`src/rtl/cpu_result_dumper_pkg.sv`:
```
// Shared state encodings, tag layout and default run parameters for the result dumper.
package cpu_result_dumper_pkg;

  typedef enum logic [2:0] {
    ST_RUN      = 3'd0,
    ST_SCAN_REG = 3'd1,
    ST_SCAN_MEM = 3'd2,
    ST_DRAIN    = 3'd3,
    ST_DONE     = 3'd4
  } state_t;

  localparam int          TAG_MEM       = 7;
  localparam logic [31:0] DEF_REG_MASK  = 32'hA000_0FFF;
  localparam int          DEF_END_COUNT = 600;
  localparam int          DEF_MEM_WORDS = 12;

  function automatic logic [7:0] reg_tag(input logic [4:0] idx);
    return {3'b000, idx};
  endfunction

  function automatic logic [7:0] mem_tag(input logic [6:0] widx);
    logic [7:0] t;
    t          = {1'b0, widx};
    t[TAG_MEM] = 1'b1;
    return t;
  endfunction

endpackage

```
`src/rtl/cpu_result_dumper_mask_next.sv`:
```
// Finds the lowest set mask bit strictly above idx, or the lowest set bit overall when from_start=1.
module cpu_result_dumper_mask_next (
  input  logic [31:0] mask,
  input  logic [4:0]  idx,
  input  logic        from_start,
  output logic [4:0]  next_idx,
  output logic        found
);

  // Descending walk so the lowest qualifying bit is the last one written.
  always_comb begin
    next_idx = '0;
    found    = 1'b0;
    for (int i = 31; i >= 0; i--) begin
      if (mask[i] && (from_start || (5'(i) > idx))) begin
        next_idx = 5'(i);
        found    = 1'b1;
      end
    end
  end

endmodule

```
`src/rtl/cpu_result_dumper.sv`:
```
// Halts the CPU after END_COUNT cycles, then streams selected registers and the first
// MEM_WORDS data-memory words as tagged beats on a valid/ready port.
module cpu_result_dumper
  import cpu_result_dumper_pkg::*;
#(
  parameter int          END_COUNT = DEF_END_COUNT,
  parameter int          CNT_W     = 16,
  parameter logic [31:0] REG_MASK  = DEF_REG_MASK,
  parameter int          MEM_WORDS = DEF_MEM_WORDS
) (
  input  logic        clk_i,
  input  logic        rst_i,
  output logic        cpu_halt_o,
  output logic [4:0]  rf_addr_o,
  input  logic [31:0] rf_data_i,
  output logic [31:0] dm_addr_o,
  input  logic [31:0] dm_data_i,
  output logic        dump_valid_o,
  input  logic        dump_ready_i,
  output logic [7:0]  dump_tag_o,
  output logic [31:0] dump_data_o,
  output logic        done_o
);

  state_t           state;
  logic [CNT_W-1:0] cnt;
  logic [4:0]       idx;
  logic [6:0]       widx;
  logic             halt;
  logic             valid;
  logic [7:0]       tag;
  logic [31:0]      data;
  logic             done;

  logic [4:0] first_idx;
  logic       first_found;
  logic [4:0] nxt_idx;
  logic       nxt_found;
  logic       slot_free;

  cpu_result_dumper_mask_next u_first (
    .mask       (REG_MASK),
    .idx        (5'd0),
    .from_start (1'b1),
    .next_idx   (first_idx),
    .found      (first_found)
  );

  cpu_result_dumper_mask_next u_next (
    .mask       (REG_MASK),
    .idx        (idx),
    .from_start (1'b0),
    .next_idx   (nxt_idx),
    .found      (nxt_found)
  );

  assign slot_free = !valid || dump_ready_i;

  always_ff @(posedge clk_i or negedge rst_i) begin
    if (!rst_i) begin
      state <= ST_RUN;
      cnt   <= '0;
      idx   <= '0;
      widx  <= '0;
      halt  <= 1'b0;
      valid <= 1'b0;
      tag   <= '0;
      data  <= '0;
      done  <= 1'b0;
    end else begin
      case (state)
        ST_RUN: begin
          cnt <= cnt + 1'b1;
          if (cnt == CNT_W'(END_COUNT - 1)) begin
            halt <= 1'b1;
            widx <= '0;
            if (first_found) begin
              idx   <= first_idx;
              state <= ST_SCAN_REG;
            end else begin
              state <= ST_SCAN_MEM;
            end
          end
        end
        ST_SCAN_REG: begin
          if (slot_free) begin
            valid <= 1'b1;
            tag   <= reg_tag(idx);
            data  <= rf_data_i;
            if (nxt_found) begin
              idx <= nxt_idx;
            end else begin
              widx  <= '0;
              state <= (MEM_WORDS == 0) ? ST_DRAIN : ST_SCAN_MEM;
            end
          end
        end
        ST_SCAN_MEM: begin
          // An empty memory window passes straight through without producing a beat.
          if (MEM_WORDS == 0) begin
            state <= ST_DRAIN;
          end else if (slot_free) begin
            valid <= 1'b1;
            tag   <= mem_tag(widx);
            data  <= dm_data_i;
            if (widx == 7'(MEM_WORDS - 1)) begin
              state <= ST_DRAIN;
            end else begin
              widx <= widx + 7'd1;
            end
          end
        end
        ST_DRAIN: begin
          if (slot_free) begin
            valid <= 1'b0;
            done  <= 1'b1;
            state <= ST_DONE;
          end
        end
        ST_DONE: begin
          valid <= 1'b0;
          done  <= 1'b1;
        end
        default: state <= ST_RUN;
      endcase
    end
  end

  assign cpu_halt_o   = halt;
  assign rf_addr_o    = idx;
  assign dm_addr_o    = {23'd0, widx, 2'b00};
  assign dump_valid_o = valid;
  assign dump_tag_o   = tag;
  assign dump_data_o  = data;
  assign done_o       = done;

endmodule

```
`config.mk`:
```
export PLATFORM = sky130hd
export DESIGN_NAME = cpu_result_dumper
export DESIGN_NICKNAME = d
export VERILOG_FILES = /design/src/rtl/cpu_result_dumper_pkg.sv /design/src/rtl/cpu_result_dumper_mask_next.sv /design/src/rtl/cpu_result_dumper.sv
export SDC_FILE = /design/constraint.sdc
export NUM_CORES = 1
export LEC_CHECK = 0
export CAP_MARGIN = 20
export CORE_ASPECT_RATIO = 1.2
export CORE_MARGIN = 8
export CORE_UTILIZATION = 40
export DETAILED_ROUTE_END_ITERATION = 7
export GPL_TIMING_DRIVEN = 0
export PLACE_DENSITY = 0.67
export SYNTH_ARGS = -nofsm -noshare
export SYNTH_HDL_FRONTEND = slang
export SYNTH_HIERARCHICAL = 1
export SYNTH_SLANG_ARGS = --single-unit
```
`constraint.sdc`:
```
create_clock -name clk_i -period 3.2 [get_ports clk_i]
set_input_delay 0.96 -clock clk_i [delete_from_list [all_inputs] [get_ports clk_i]]
set_output_delay 0.96 -clock clk_i [all_outputs]
set_load 0.05 [all_outputs]
```
==> metrics <==
Crit path required time=between 3000 and 4000 ps; Synth top area share=between 30% and 40%; Via density=4.72; Syn Area/Cell=around 8.4 um2; PwrDens=319 mW/mm2; Die X=128 um; fmax=0.337 GHz; GRT overflow=0; GRT Total Usage=18.0%; Hold/Removal Path Class=flop to flop; final std cells w/o fill=1274; Post-Synthesis Cells=714; number of CTS-inserted buffers=9; Routability Congestion=0.867; num ports=147; CORE AREA=0.0148 mm2; H-tree levels=3; Yosys reg bits=74; dominant synthesized flop cell=dfrtp_1; Area contributors post-synth=dfrtp_1 (31%), a21oi_1 (7.0%), mux2i_1 (6.5%); number of DRC markers in iteration 0=399; clock share of power=36.7%; register area share after synthesis=30.8%; Max clock buf depth=2; Final Skew=5.02 ps; dpl hpwl=13900 um; CTS tree=done; maxcap violations=0; synthesis warning total=6; filler cell count=1404; status=finished clean; VDD IR max=0.396 mV; Synth area leader=dfrtp_1; Routed Antenna Nets=0; share of cells above drive strength 1=approximately 11%; placed cells=1257; port bufs=121; Comb power frac=27.5%; final WL=17500 um; vias in the first global route=5766; Clock Root Buffer=clkbuf_16; initial antenna violation count=0; Pre-antenna DRT Iters=4; pin count of the biggest net entering global routing=44; final setup TNS=0 ps; Antenna diodes=0; Critical Path AT=3190 ps; Post-Syn Area=0.00602 mm2; area delta synth->final=43.8%; die footprint=0.0192 mm2; Clock Latency Late Sink=330 ps; Internal=1.91 mW; DR WL/cell=13.7 um; # clock sinks=74; Switching Share=a little under a third; Post-CTS Hold Fix Bufs=0; Distinct cells, synth=67; critical path type=flop to flop; leak pwr=3.74 nW; Slew Viols, Final=0; CP max FO=10; max-slew headroom at the worst pin=49.3%; Rows=49; # setup viols final=0; Worst setup SP type=flop; CP Capture Type=flop; asr flop ratio synth=100%; switching power=848 uW; DRC violations left=0; die height=150 um; nets=around 1100; vias after detailed routing=6009; Initial Utilization=40.6%; worst-margin pin slew=between 700 and 800 ps; fin crit share=92.9%; clk slew on worst S/H paths=60 ps; global-route wire length before repair=between 20000 and 30000 um; final hold vios=0; Final min period=2970 ps; number of flops mapped to enable cells by yosys=0; Flop pwr share=35.8%
## path summary, 6_finish.rpt
check / to / from / slack (ps) / cells after the start
setup / recovery: widx[6] / rf_addr_o[2] / 230 / 10
hold reg to reg: cnt[15] / cnt[15] / 460 / 1
min in group asynchronous: dump_data_o[19] / rst_i / 560 / 1
hold / removal: cnt[15] / cnt[15] / 460 / 1
setup reg to reg: widx[6] / rf_addr_o[2] / 230 / 10
max in group asynchronous: rf_addr_o[3] / rst_i / 2070 / 2
## cell usage in the layout (no fill, tap or decap), types with 16 or more instances in the layout
cell and n:
conb_1 219, clkdlybuf4s50_1 120, a21oi_1 84, nor2_1 73
dfrtp_1 73, mux2i_1 39, buf_4 37, nand2_1 36
o21ai_0 36, nand3_1 16, a31oi_1 16
## Yosys cell counts (11+ instances only)
| library cell | number |
|---|---|
| o21ai_0 | 37 |
| inv_1 | 14 |
| mux2_2 | 11 |
| o21a_1 | 14 |
| nand2_1 | 36 |
| a21oi_1 | 84 |
| buf_4 | 35 |
| mux2i_1 | 39 |
| dfrtp_1 | 74 |
| nor2b_1 | 12 |
| nor2_1 | 73 |
| nand3_1 | 16 |
| a31oi_1 | 16 |
| nand2b_1 | 12 |
| a21o_1 | 15 |
| xnor2_1 | 11 |
## registers in the layout, indices dropped and copies added (netlist names)
register	count
cnt	16
cpu_halt_o	1
done_o	1
dump_data_o	32
dump_tag_o	8
dump_valid_o	1
rf_addr_o	5
state	3
widx	7
## power groups by stage
stage	clock network, mW	registers, mW	logic (mW)
after floorplan	0	1.09	0.418
after global placement	0	1.00	0.713
after detailed placement	0	1.00	0.720
after CTS	1.04	0.986	0.722
after global routing	1.08	0.990	0.831
final	1.01	0.986	0.760
## timing repair
action / in CTS / in global routing
endpoints found under the setup margin: 4 / 7
buffers inserted: 0 / 1
resized for setup: 1 / 6
## critical path, stage by stage, from the launching register on
cell and delay (ps):
dfrtp_1 510, buf_4 250, a21oi_1 90, o221ai_1 300, o221ai_1 270, nor2_1 200
nand4b_1 240, o21ai_0 230, o21ai_1 150, or3_1 390, a22o_1 240
## layer usage
layer / vias up / global-route usage, % / part of all wire [%]
met5: - / 0 / 0
met4: 0 / 5.42 / 2.2
met3: 30 / 2.69 / 3.2
met2: 118 / 31.8 / 52
met1: 2745 / 22.0 / 42
li1: 3116 / - / -
## logic make-up (layout without fill, tap and decap cells)
kind of cell	after synthesis	in the layout	synth area share [%]
adder cells (fa/ha/maj)	2	2	0.416
XOR/XNOR	16	16	2.33
other	2	219	0.125
buffers and inverters	81	220	8.42
AO/OA/AOI/OAI	257	257	27.6
AND/OR/NAND/NOR	232	232	21.8
multiplexers	50	50	8.54
flip-flops	74	74	30.8
## through the flow
| stage | total power, mW | setup slack, ps | area, um2 | hold WS, ps | util, % |
|---|---|---|---|---|---|
| 4_1_cts | 2.75 | 110 | 8640 | 469 | 58.2 |
| 6_report | 2.76 | 229 | 8660 | 464 | 58.4 |
| 3_5_place_dp | 1.72 | -8.63 | 8330 | 457 | 56.1 |
| 2_1_floorplan | 1.51 | 310 | 6830 | 443 | - |
| 5_1_grt | 2.90 | -3.98 | 8660 | 490 | 58.4 |
| 3_3_place_gp | 1.72 | -1450 | 8300 | 454 | 55.9 |
## layout make-up
type	instances	area (um2)	share of cell area, %
Buffer	67	457	5.27
Clock buffer	11	253	2.92
Clock inverter	5	52.6	0.607
Inverter	14	52.6	0.607
Multi-Input combinational cell	776	4490	51.9
Sequential cell	74	1850	21.4
Tap cell	204	255	2.95
Timing Repair Buffer	123	1240	14.4
No activity file was read; power rests on OpenSTA's default activity.
